**src/rtl/spinner_quad_decoder.sv**
```systemverilog
// spinner_quad_decoder: synchronized, deglitched AB quadrature decoder with divider and saturating read-clear accumulator.
// Define QUAD_DEC_ERR_EN to enable illegal-transition reporting on err/err_cnt.
module spinner_quad_decoder #(
    parameter int SYNC_STAGES = 2,
    parameter int FILT_LEN    = 8,
    parameter int DIV         = 2,
    parameter int CNT_W       = 12
) (
    input  logic                    clk_12m,
    input  logic                    reset,
    input  logic                    enc_a,
    input  logic                    enc_b,
    input  logic                    rd,
    output logic signed [CNT_W-1:0] delta,
    output logic                    delta_valid,
    output logic                    step,
    output logic                    dir,
    output logic                    err,
    output logic [7:0]              err_cnt
);
    localparam logic signed [3:0]       SDIV = 4'(DIV);
    localparam logic signed [CNT_W-1:0] AMAX = {1'b0, {(CNT_W-1){1'b1}}};
    localparam logic signed [CNT_W-1:0] AMIN = -AMAX;

    logic [SYNC_STAGES-1:0] sa, sb;
    logic [1:0]             s_ab, cand, f_ab, prev_ab, pd;
    logic [7:0]             fcnt;
    logic                   held, f_stb, init, moved, up, dn, hit;
    logic signed [3:0]      sub, sub_n;
    logic signed [CNT_W-1:0] acc, acc_n;

    always_ff @(posedge clk_12m or posedge reset)
        if (reset) begin
            sa <= '0;
            sb <= '0;
        end else begin
            sa <= {sa[SYNC_STAGES-2:0], enc_a};
            sb <= {sb[SYNC_STAGES-2:0], enc_b};
        end

    assign s_ab = {sa[SYNC_STAGES-1], sb[SYNC_STAGES-1]};

    // f_ab updates on the cycle the candidate has been seen for FILT_LEN consecutive cycles
    always_ff @(posedge clk_12m or posedge reset)
        if (reset) begin
            cand  <= '0;
            fcnt  <= '0;
            held  <= 1'b0;
            f_ab  <= '0;
            f_stb <= 1'b0;
        end else begin
            f_stb <= 1'b0;
            if (s_ab != cand) begin
                cand <= s_ab;
                fcnt <= '0;
                held <= (FILT_LEN == 1);
                if (FILT_LEN == 1) begin
                    f_ab  <= s_ab;
                    f_stb <= 1'b1;
                end
            end else if (!held) begin
                fcnt <= fcnt + 8'd1;
                if (int'(fcnt) + 1 >= FILT_LEN - 1) begin
                    held  <= 1'b1;
                    f_ab  <= cand;
                    f_stb <= 1'b1;
                end
            end
        end

    // Gray position {b, a^b} makes +1 quarter-step a difference of 1 mod 4
    assign pd    = {f_ab[0], ^f_ab} - {prev_ab[0], ^prev_ab};
    assign moved = !init && (f_ab != prev_ab);
    assign up    = moved && (pd == 2'd1);
    assign dn    = moved && (pd == 2'd3);

    always_comb begin
        sub_n = up ? (sub < 4'sd0 ? 4'sd1 : sub + 4'sd1) :
                dn ? (sub > 4'sd0 ? -4'sd1 : sub - 4'sd1) : sub;
        hit   = (up || dn) && (sub_n == SDIV || sub_n == -SDIV);
        acc_n = !step ? acc :
                dir   ? (acc == AMAX ? acc : acc + CNT_W'(1)) :
                        (acc == AMIN ? acc : acc - CNT_W'(1));
    end

    always_ff @(posedge clk_12m or posedge reset)
        if (reset) begin
            init    <= 1'b1;
            prev_ab <= '0;
            sub     <= '0;
            step    <= 1'b0;
            dir     <= 1'b0;
        end else begin
            step <= hit;
            if (hit) dir <= up;
            sub <= hit ? 4'sd0 : sub_n;
            if (!init) prev_ab <= f_ab;
            else if (f_stb) begin
                prev_ab <= f_ab;
                init    <= 1'b0;
            end
        end

    always_ff @(posedge clk_12m or posedge reset)
        if (reset) begin
            acc         <= '0;
            delta       <= '0;
            delta_valid <= 1'b0;
        end else begin
            delta_valid <= rd;
            if (rd) begin
                delta <= acc_n;
                acc   <= '0;
            end else acc <= acc_n;
        end

`ifdef QUAD_DEC_ERR_EN
    logic bad;
    assign bad = moved && (pd == 2'd2);

    always_ff @(posedge clk_12m or posedge reset)
        if (reset) begin
            err     <= 1'b0;
            err_cnt <= '0;
        end else begin
            err <= bad;
            if (bad && err_cnt != 8'hFF) err_cnt <= err_cnt + 8'd1;
        end
`else
    assign err     = 1'b0;
    assign err_cnt = '0;
`endif
endmodule

```
**config.mk**
```make
export PLATFORM = sky130hd
export DESIGN_NAME = spinner_quad_decoder
export DESIGN_NICKNAME = d
export VERILOG_FILES = /design/src/rtl/spinner_quad_decoder.sv
export SDC_FILE = /design/constraint.sdc
export NUM_CORES = 1
export LEC_CHECK = 0
export CORE_MARGIN = 8
export CORE_UTILIZATION = 62
export DETAILED_ROUTE_END_ITERATION = 6
export PLACE_DENSITY = 0.95
export SYNTH_ARGS = -nofsm -noshare
export SYNTH_HDL_FRONTEND = slang
export SYNTH_SLANG_ARGS = --single-unit
```
**constraint.sdc**
```tcl
create_clock -name clk_12m -period 5.4 [get_ports clk_12m]
set_clock_uncertainty 0.2 [all_clocks]
set_input_delay 0.81 -clock clk_12m [delete_from_list [all_inputs] [get_ports clk_12m]]
set_output_delay 0.81 -clock clk_12m [all_outputs]
set_load 0.01 [all_outputs]
```
Word-level counts from Yosys, hierarchy flattened
Index checks and enable logic that the tools add are counted.
W data, S select, Z words.
{"block": "op_classes", "multipliers": 0, "shifts": 0, "bitwise_logic": 2, "n_reduce_logical": 10, "add_sub_neg": 7, "magnitude_cmp": 3, "eq_ne": 10, "div": 0, "n_mux": 21}
{"op": "$mux W12", "count": 5}
{"op": "$eq A12 B12 Y1 const B", "count": 2}
{"op": "$mux W4", "count": 5}
{"op": "$mux W8", "count": 2}
{"op": "$add A12 B2 Y12 const B", "count": 1}
{"op": "$sub A12 B2 Y12 const B", "count": 1}
{"op": "$add A8 B1 Y9 const B", "count": 1}
{"op": "$ge A9 B3 Y1 const B", "count": 1}
{"op": "$add A8 B1 Y8 const B", "count": 1}
{"op": "$mux W1", "count": 7}
{"op": "$add A4 B2 Y4 const B", "count": 1}
{"op": "$eq A4 B2 Y1 const B", "count": 1}
{"op": "$eq A4 B3 Y1 const B", "count": 1}
{"op": "$gt A4 B1 Y1 const B", "count": 1}
{"op": "$logic_and A1 B1 Y1", "count": 4}
{"op": "$lt A4 B1 Y1 const B", "count": 1}
{"op": "$mux W2", "count": 2}
{"op": "$ne A2 B1 Y1 const B", "count": 2}
{"op": "$ne A2 B2 Y1", "count": 2}
{"op": "$reduce_xor A2 Y1", "count": 2}
{"op": "$sub A4 B2 Y4 const B", "count": 1}
{"op": "$reduce_and A3 Y1", "count": 1}
{"op": "$eq A2 B1 Y1 const B", "count": 1}
{"op": "$eq A2 B2 Y1 const B", "count": 1}
{"op": "4 further kinds", "count": 6}
{"block": "word_totals", "regBits": 52, "latch_bits": 0, "memories": 0, "rom_bits": 0, "ramBits": 0}

Longest topological paths before layout
Gate-level depths: netlist of run 1.
{"block": "logic_depth", "word_depth": 10, "depth_mapped": 8}

Worst setup path after synthesis of run 1
No wires, ideal clock.
{"block": "synth_path", "path_kind": "flip-flop to flip-flop", "from": "reg prev_ab[0]", "to": "reg dir", "path_stages_with_launch": 9, "arrival_time_ns": 2.077, "required_ns": 5.074, "synth_period_minus_slack_ns": 2.403, "setup_slack_ns": 2.997, "path_cell_list": "dfrtp_1 > buf_2 > xor2_1 > ha_1 > or2_2 > a21oi_2 > o21ai_1 > a2111o_1 > o311a_1"}
{"block": "synth_via", "elab_chain_cells": 9, "word_cells_on_any_way": 15}
{"element": "from (decl)", "line": "26", "text": "logic [1:0] s_ab, cand, f_ab, prev_ab, pd;"}
{"element": "from (signal assigned)", "line": "89", "text": "prev_ab <= '0;"}
{"element": "from (signal assigned)", "line": "97", "text": "if (!init) prev_ab <= f_ab;"}
{"element": "from (signal assigned)", "line": "99", "text": "prev_ab <= f_ab;"}
{"element": "$reduce_xor A2 Y1", "line": "72", "text": "assign pd = {f_ab[0], ^f_ab} - {prev_ab[0], ^prev_ab};"}
{"element": "$sub A2 B2 Y2", "line": "72"}
{"element": "$eq A2 B2 Y1", "line": "75", "text": "assign dn = moved && (pd == 2'd3);"}
{"element": "$logic_and A1 B1 Y1", "line": "75"}
{"element": "$mux W4", "line": "79", "text": "dn ? (sub > 4'sd0 ? -4'sd1 : sub - 4'sd1) : sub;"}
{"element": "$mux W4", "line": "78", "text": "sub_n = up ? (sub < 4'sd0 ? 4'sd1 : sub + 4'sd1) :"}
{"element": "$eq A4 B3 Y1 / $eq A4 B2 Y1 (equally long branches)", "line": "80", "text": "hit = (up || dn) && (sub_n == SDIV || sub_n == -SDIV);"}
{"element": "$logic_or A1 B1 Y1", "line": "80"}
{"element": "$logic_and A1 B1 Y1", "line": "80"}
{"element": "to (signal assigned)", "line": "95", "text": "if (hit) dir <= up;"}
{"element": "to (decl)", "line": "17", "text": "output logic dir,"}
Parallel ways exist; a longest one is shown, timed or not.
A chain may end at the register's enable or synchronous reset.

Final worst setup path of run 1
{"block": "layout_path", "from": "reg acc[0]", "to": "reg delta[7]"}
{"block": "layout_via", "elab_chain_cells": 4, "word_cells_on_any_way": 8}
{"element": "from (decl)", "line": "30", "text": "logic signed [CNT_W-1:0] acc, acc_n;"}
{"element": "from (signal assigned)", "line": "114", "text": "end else acc <= acc_n;"}
{"element": "$sub A12 B2 Y12 (tied with other cells)", "line": "83", "text": "(acc == AMIN ? acc : acc - CNT_W'(1));"}
{"element": "$mux W12, on equally long branches", "line": "83, 82"}
{"element": "$mux W12 (*)", "line": "82", "text": "dir ? (acc == AMAX ? acc : acc + CNT_W'(1)) :"}
{"element": "$mux W12 (*)", "line": "81", "text": "acc_n = !step ? acc :"}
{"element": "to (signal assigned)", "line": "112", "text": "delta <= acc_n;"}
{"element": "to (decl)", "line": "14", "text": "output logic signed [CNT_W-1:0] delta,"}
Mark *: on every way between the ends. The rest lies on a longest branch, timed or not.

==> out/results.tsv, run 1 <==
metric	value	unit
Fin. Hold Viols	0	
VDD IR max	244	uV
vias per cell	6.15	
register area share after synthesis	40.2	%
CTS max path bufs	2	
worst reg2reg path endpoint	delta[7]	
Pwr Total	789	uW
first-pass GRT wire length	11700	um
setup bufs post-CTS	0	
vias	2540	
r2r startpoint	acc[0]	
cts repair resizes	0	
fill count	389	
Post-synth EDFFs	0	
Int Power	552	uW
cell count after placement	405	
crit end category	flop	
All-Layer GR Usage	18.8	%
Max Clock Freq	0.376	GHz
P_leak	1.41	nW
critical path, cell by cell	ha_1 -> and3_1 -> a311oi_1 -> nor3b_1 -> nor3_1 -> o31ai_1	
Clk pin slew, worst setup/hold paths	0.10	ns
Worst Hold Depth	0	
Async S/R FF share, synth	100	%
outcome	finished clean	
Setup CP Type	reg -> reg	
Setup TNS	0	ns
routed len/inst	16.9	um
die footprint	7790	um^2
#FFs+latches synth	52	
Hold Buf Count CTS	0	
# IOs	29	
minimum clock period	2.66	ns
CTS Root Cell	clkbuf_8	
number of routed nets with antenna violations	0	
worst path required time	5.41	ns
# DRC	0	
CP max FO	9	
post-synthesis instance total	339	
n_diodes	0	
final setup margin	2.74	ns
largest net degree at the start of global routing	53	
CTS Sinks	52	
Hold WS	0.161	ns
Area contributors post-synth	dfrtp_1, nor2_1, ha_1	
CP max stage delay	0.55	ns
area leader, netlist	dfrtp_1	
most frequently used flop master after synthesis	dfrtp_1	
Clk pwr share	29.1	%
share of cells above drive strength 1	10.2	%
Rows	26	
die span in y	88.3	um
Seq pwr share	53.8	%
Slowest-stage cell, CP	a311oi_1	
# H-tree levels	2	
Worst Hold Class	reg -> reg	
syn avg cell area	9.56	um^2
net switching power	237	uW
RePlAce Congestion	0.918	
Hold Path End	sa[1]	
antenna violations before repair	0	
DRT Wirelength	6980	um
Net count, final	355	
Synth top area share	39.4	%
Mapped Area	3240	um^2
worst-margin pin slew	1.04	ns
DR iter-0 viols	217	
number of port buffers	19	
number of global-route vias before repair	2414	
drt pass-1 iters	5	
Setup-failing EPs final	0	
Layout area overhead	5.68	%
Core ar.	5070	um^2
Distinct cells, synth	78	
Sw Share	30.0	%
R2R setup slack	2.74	ns
max_cap viols	0	
starting density of the core	63.8	%
Slew headroom	30.5	%
GRT overflow	0	
Hold Crit Start	sa[0]	
Logic pwr share	17.1	%
final critical-path share of the clock period	49.2	%
Die Wd	88.3	um
CTS tree	done	
unrepaired setup endpoints after global routing	no	
CP Data Arrival Time	2.67	ns
Worst Setup Start Kind	flop	
Inserted Clock Buffers	5	
Worst-Skew Late Latency	0.32	ns
Non-Filler Instances	413	
Syn. warnings	0	
post-DP HPWL	5110	um
Slew Limit Fails	0	
R2R depth	6	
P per Cell Area	230	nW/um^2
post-place setup slack	2.56	ns
-- synthesized netlist by cell type (all sizes together) (3+ instances only) --
library cell	n
nand3	14
clkbuf	12
nor3	8
or3	4
a21oi	17
a311oi	6
nor2	35
nor2b	3
o21ai	15
buf	18
nor4	4
a22oi	3
xor2	9
nand2b	4
xnor2	13
inv	17
mux2	4
nand2	22
o21a	4
nand4	7
and3	4
a41oi	3
o211ai	3
dfrtp	51
ha	8
-- per-layer routing --
layer,up-vias,global-route usage [%],wire length [um]
li1,1202,-,-
met1,1224,24.1,2980
met2,105,31.2,3400
met3,9,3.44,502
met4,0,5.99,98
met5,-,0,0
-- worst max path at each step --
stage,from,end
3_3_place_gp,rd,delta[9]
4_1_cts,prev_ab[0],sub[1]
5_1_grt,prev_ab[0],sub[3]
3_5_place_dp,rd,delta[7]
2_1_floorplan,prev_ab[0],dir
6_report,acc[0],delta[7]
-- cell families (layout without fill, tap and decap cells) --
| kind of cell | after synthesis | in the layout | synth area share (%) |
|---|---|---|---|
| AND/OR/NAND/NOR | 119 | 119 | 18.8 |
| buffers and inverters | 48 | 44 | 8.69 |
| adder cells (fa/ha/maj) | 8 | 8 | 3.09 |
| flip-flops | 52 | 52 | 40.2 |
| other | 1 | 9 | 0.116 |
| XOR/XNOR | 24 | 24 | 7.92 |
| AO/OA/AOI/OAI | 82 | 82 | 19.5 |
| multiplexers | 5 | 5 | 1.70 |
-- area by class of cell --
type | count | area (um^2) | area share [%]
Tap cell | 70 | 87.6 | 2.56
Timing Repair Buffer | 19 | 190 | 5.56
Clock buffer | 5 | 68.8 | 2.01
Sequential cell | 52 | 1300 | 38.0
Clock inverter | 3 | 25.0 | 0.731
Inverter | 17 | 63.8 | 1.86
Multi-Input combinational cell | 247 | 1690 | 49.2
-- stage by stage --
| step | utilization, % | instance area, um^2 |
|---|---|---|
| floorplan | - | 3270 |
| global placement | 65.6 | 3330 |
| detailed placement | 65.6 | 3330 |
| CTS | 67.5 | 3420 |
| global route | 67.5 | 3420 |
| finish | 67.5 | 3420 |
-- critical path, delay by kind of cell (launching register included) --
family | cells | cell delay, ns
flip-flops | 1 | 0.49
AO/OA/AOI/OAI | 2 | 0.87
adder cells (fa/ha/maj) | 1 | 0.28
AND/OR/NAND/NOR | 3 | 0.71
-- placed cells by master (no fill, tap or decap), types with 3 or more instances in the layout --
cell type         n
clkdlybuf4s50_1  19
a311oi_1          5
nor2_1           35
xor2_1            9
nand4_1           7
or3_1             4
ha_1              8
clkbuf_8          5
nand2_1          22
dfrtp_1          51
conb_1            9
nor2b_1           3
o21ai_1           4
nand2b_1          4
xnor2_1          11
a21oi_1          16
nor4_1            4
and3_1            4
o21ai_0          10
inv_1            16
o21a_1            4
nor3_1            7
a22oi_1           3
nand3_1          14
mux2_2            4
a41oi_1           3
-- power groups by stage --
stage	Clock, mW	Combinational (mW)	Sequential, mW
after detailed placement	0	0.133	0.431
after floorplan	0	0.115	0.422
after CTS	0.234	0.134	0.423
final	0.229	0.135	0.424
after global placement	0	0.130	0.430
after global routing	0.253	0.150	0.426
-- flip-flops by register name, summed over array words and instances, names as in the netlist, 2 cells and up --
name and cells:
prev_ab 2, sub 4, cand 2, sa 2, delta 12, f_ab 2, fcnt 8, sb 2
acc 12
Note: power is estimated with default switching activity, not from simulation.
==> inputs of run 2 (changes only) <==
CORE_UTILIZATION = 52   (was 62)
PLACE_DENSITY = 0.87   (was 0.95)
clock period = 2.3 ns   (was 5.4 ns; I/O delays follow)
==> run 2 against run 1 <==
Non-clock buffer count grew 33; flip-flop and latch count did not move; clock power increased by 130%; via count is 3.7% higher; sequential power increased by 130%; setup slack worse by 2.7 ns; first-iteration DRC count is 28% higher; global-route usage is 2.3 points lower; critical endpoint is now sub[3]; largest power group unchanged; power increased by 140%; count of clock-buffer cells in the layout is 1 higher.
==> out/results.tsv, run 2 (synthesized netlist as in run 1, its figures left out) <==
metric	value	unit	change
most frequent cells in the layout	dfrtp_1, nor2_1, buf_4, nand2_1, clkdlybuf4s50_1		
Rows	28		+7.7%
Clk pin slew, worst setup/hold paths	0.09	ns	about the same
Worst Hold Depth	0		unchanged
worst reg2reg path endpoint	sub[3]		
R2R depth	7		+1
Hold Path End	sa[1]		
cell count after placement	442		+9.1%
number of global-route vias before repair	2506		+3.8%
All-Layer GR Usage	16.5	%	-2.3 points
Hold Buf Count CTS	0		unchanged
Slew Limit Fails	0		unchanged
vias	2634		+3.7%
n_diodes	0		unchanged
GRT overflow	0		unchanged
commonest non-fill, non-tap cell in the layout	dfrtp_1		
P per Cell Area	508	nW/um^2	+120%
# DRC	0		unchanged
final setup margin	0.0263	ns	-2.71 ns
share of cells above drive strength 1	19.4	%	+9.2 points
CTS Sinks	52		unchanged
Worst Hold Class	reg -> reg		
r2r startpoint	f_ab[1]		
post-place setup slack	-0.0643	ns	-2.62 ns
R2R setup slack	0.03	ns	-2.71 ns
worst path required time	2.31	ns	-3.10 ns
drt pass-1 iters	7		+2
vias per cell	5.84		-5.0%
# IOs	29		unchanged
final critical-path share of the clock period	98.9	%	+50 points
Pwr Total	1.89	mW	+140%
Setup CP Type	reg -> reg		
Hold Crit Start	sa[0]		
Non-Filler Instances	451		+9.2%
Core ar.	5960	um^2	+17%
DR iter-0 viols	277		+28%
Setup crit start	f_ab[1]		
CTS Root Cell	clkbuf_8		
crit end category	flop		
max_cap viols	0		unchanged
CTS max path bufs	2		unchanged
first-pass GRT wire length	12000	um	+3.0%
Core Util, Final	62.5	%	-4.9 points
P_leak	1.59	nW	+13%
Top Registers	acc x12, delta x12, fcnt x8		
Fin. Hold Viols	0		unchanged
antenna violations before repair	0		unchanged
routed len/inst	15.8	um	-6.5%
Max Clock Freq	0.440	GHz	+17%
Net count, final	388		+9.3%
starting density of the core	54.4	%	-9.4 points
Inserted Clock Buffers	5		unchanged
DRT Wirelength	7130	um	+2.1%
Layout area overhead	14.9	%	
CTS tree	done		
fill count	482		+24%
post-DP HPWL	5370	um	+5.1%
outcome	finished clean		
number of routed nets with antenna violations	0		unchanged
number of port buffers	19		unchanged
RePlAce Congestion	0.910		-0.95%
die span in y	94.9	um	+7.5%
Setup-failing EPs final	0		unchanged
die footprint	9010	um^2	+16%
Die Wd	94.9	um	+7.5%
Worst Setup Start Kind	flop		
minimum clock period	2.27	ns	-0.386 ns
VDD IR max	471	uV	+93%
# H-tree levels	2		unchanged
CP Data Arrival Time	2.28	ns	-0.39 ns
worst-margin pin slew	0.645	ns	-0.396 ns
largest net degree at the start of global routing	53		unchanged
CP max FO	4		-5
Slew headroom	56.7	%	+26 points
Worst-Skew Late Latency	0.31	ns	about the same
unrepaired setup endpoints after global routing	yes		
## run 2: changes by cell type in the layout (fill, tap and decap cells not counted), sizes merged
cell,before,now
clkinvlp,1,0
clkbuf,5,6
buf,0,33
## run 2: power by group
part	internal (mW)	switching, mW	leakage (nW)
clock	0.223	0.308	0.0462
sequential	0.945	0.0359	0.698
combinational	0.161	0.221	0.842
## run 2: what timing repair did
action / in CTS / in global routing
resized for setup: 3 / 3
setup buffers: 0 / 1
endpoints found under the setup margin: 1 / 10
## run 2: worst max path at each step
| stage | to | depth (start not counted) |
|---|---|---|
| after floorplan | dir | 8 |
| after global routing | dir | 7 |
| after global placement | sub[3] | 7 |
| final | sub[3] | 7 |
| after CTS | sub[3] | 7 |
| after detailed placement | sub[3] | 7 |
## run 2: worst max-delay path, cell delays in order (launching register included)
cell	delay, ns
dfrtp_1	0.43
xnor2_1	0.17
ha_2	0.23
xnor3_2	0.30
a221oi_4	0.27
o221ai_2	0.16
xnor2_2	0.19
a221oi_2	0.24
## run 2: metrics by stage
stage / cell area, um^2 / hold WS, ns / setup TNS [ns]
after floorplan: 3280 / 0.131 / 0
after detailed placement: 3600 / 0.142 / -0.0643
final: 3720 / 0.164 / 0
after CTS: 3710 / 0.168 / 0
after global routing: 3720 / 0.171 / -0.266
after global placement: 3600 / 0.145 / 0
## run 2: cell type report
type	instances	area, um^2	area share, %
Clock inverter	2	17.5	0.470
Tap cell	75	93.8	2.52
Inverter	17	63.8	1.71
Sequential cell	52	1300	35.0
Clock buffer	6	72.6	1.95
Multi-Input combinational cell	247	1720	46.3
Timing Repair Buffer	52	450	12.1
## run 2: per-layer routing
metal / global-route usage, % / wire length (um)
met1: 22.2 / 3120
met2: 25.6 / 3390
met3: 3.25 / 487
met4: 6.63 / 136
met5: 0 / 0
==> inputs of run 3 (changes only) <==
CORE_UTILIZATION = 58   (was 52)
GPL_ROUTABILITY_DRIVEN = 0   (was default)
PLACE_DENSITY = 0.91   (was 0.87)
clock period = 2.27 ns   (was 2.3 ns; I/O delays follow)
==> run 3 against run 2 <==
The run now ends with setup timing left; cell count shrank 0.44%; core utilization grew 8.4 points; final area grew 3.6%; clock power grew 4.7%; critical path type unchanged; critical endpoint is now dir.
==> out/results.tsv, run 3 (synthesized netlist as in run 1, its figures left out) <==
metric	value	unit	change
CTS Root Cell	clkbuf_8		
Post-DP Area	3570	um^2	-0.94%
CP max FO	3		-1
# IOs	29		unchanged
DRT Wirelength	8330	um	+17%
n_diodes	0		unchanged
number of port buffers	19		unchanged
Die Wd	90.7	um	-4.4%
Non-Filler Instances	449		-0.44%
Fin. Hold Viols	0		unchanged
fill count	351		-27%
Setup CP Type	reg -> reg		
vias per cell	6.41		+9.8%
die footprint	8230	um^2	-8.6%
P per Cell Area	516	nW/um^2	+1.4%
CP Data Arrival Time	2.43	ns	+0.15 ns
final setup margin	-0.109	ns	-0.135 ns
Slew Limit Fails	0		unchanged
Max Clock Freq	0.420	GHz	-4.4%
crit end category	flop		
starting density of the core	59.6	%	+5.2 points
max_cap viols	0		unchanged
worst path required time	2.32	ns	about the same
drt pass-1 iters	5		-2
Net count, final	389		+0.26%
final critical-path share of the clock period	105	%	+5.9 points
number of routed nets with antenna violations	0		unchanged
outcome	complete, but fails checks		
post-place setup slack	-0.0475	ns	+0.0168 ns
cell count after placement	435		-1.6%
P_leak	1.62	nW	+2.3%
minimum clock period	2.38	ns	+0.105 ns
Clk pin slew, worst setup/hold paths	0.10	ns	about the same
most frequent cells in the layout	dfrtp_1, nor2_1, buf_4, nand2_1, clkdlybuf4s50_1		
Slew headroom	56.2	%	-0.54 points
Worst Setup Start Kind	flop		
All-Layer GR Usage	18.3	%	+1.8 points
DR iter-0 viols	415		+50%
routed len/inst	18.5	um	+17%
Rows	27		-3.6%
worst-margin pin slew	0.651	ns	+0.00670 ns
Final Cell Area	3860	um^2	+3.6%
share of cells above drive strength 1	23.6	%	+4.2 points
CTS max path bufs	2		unchanged
Top Registers	acc x12, delta x12, fcnt x8		
Layout area overhead	19.1	%	
Setup TNS	-0.314	ns	-0.314 ns
unrepaired setup endpoints after global routing	yes		
# H-tree levels	2		unchanged
die span in y	90.7	um	-4.4%
antenna violations before repair	0		unchanged
Hold WS	0.150	ns	-0.0144 ns
# DRC	0		unchanged
Setup-failing EPs final	5		+5
failing checks	setup timing		
first-pass GRT wire length	12700	um	+5.3%
GRT overflow	0		unchanged
largest net degree at the start of global routing	35		-34%
Worst-Skew Late Latency	0.31	ns	about the same
post-DP HPWL	5560	um	+3.6%
CP max stage delay	0.42	ns	about the same
VDD IR max	371	uV	-21%
vias	2879		+9.3%
Worst Hold Class	in -> async		
Slowest-stage cell, CP	dfrtp_1		
CTS Sinks	52		unchanged
critical path, cell by cell	xor2_1 -> ha_2 -> or2_4 -> a211oi_4 -> nand3_2 -> o311ai_2 -> o311a_1		
Inserted Clock Buffers	5		unchanged
commonest non-fill, non-tap cell in the layout	dfrtp_1		
Core ar.	5440	um^2	-8.7%
CTS tree	done		
number of global-route vias before repair	2670		+6.5%
[run 3: changes by cell type in the layout (fill, tap and decap cells not counted), moves of 2 or more]
cell,before,now
dfrtp_1,51,49
dfrtp_2,0,2
ha_4,0,2
mux2_2,4,2
mux2_4,0,2
[run 3: final cells by class]
type	count	area, um^2	share of cell area, %
multi-input combinational	247	1850	47.8
sequential	52	1310	33.8
timing repair buffer	53	458	11.9
tap	72	90.1	2.33
clock buffer	6	82.6	2.14
inverter	17	63.8	1.65
clock inverter	2	13.8	0.357
[run 3: stage by stage]
step	util, %	power (mW)
after CTS	67.7	1.95
final	70.9	1.99
after global routing	70.9	2.07
after floorplan	-	1.29
after global placement	65.6	1.37
after detailed placement	65.6	1.39
[run 3: worst max-delay path, delay by kind of cell, from the launching register on]
kind | cells | cell delay (ns)
fa+ha+maj | 1 | 0.29
xor+xnor | 1 | 0.19
flops | 1 | 0.42
simple gates | 2 | 0.42
compound gates | 3 | 0.81
[run 3: path summary, 6_finish.rpt]
kind	startpoint	endpoint	slack, ns	cells past startpoint
worst max-delay path	prev_ab[1]	dir	-0.11	7
worst min-delay path	reset	f_ab[1]	0.15	2
worst max register to register	prev_ab[1]	dir	-0.11	7
worst min register to register	sa[0]	sa[1]	0.17	0
max in group asynchronous	reset	delta[7]	1.21	3
min in group clk_12m	sa[0]	sa[1]	0.17	0
[run 3: what timing repair did]
action | CTS | global route
setup buffers | 0 | 6
hold buffers | 0 | 0
setup endpoints to repair | 2 | 15
pin swaps | 4 | 16
gates resized for setup | 4 | 25
[run 3: metal layers]
layer | global-route usage [%] | wire length (um) | share of wire, %
met5 | 0 | 0 | 0
met4 | 5.83 | 308 | 3.7
met3 | 3.33 | 640 | 7.7
met2 | 32.2 | 4200 | 50
met1 | 22.0 | 3180 | 38
[run 3: report_power, final]
part | switching, mW | leakage [nW] | internal, mW
clock | 0.306 | 0.0516 | 0.250
sequential | 0.0467 | 0.695 | 0.958
combinational | 0.255 | 0.876 | 0.174
total | 0.608 | 1.62 | 1.38
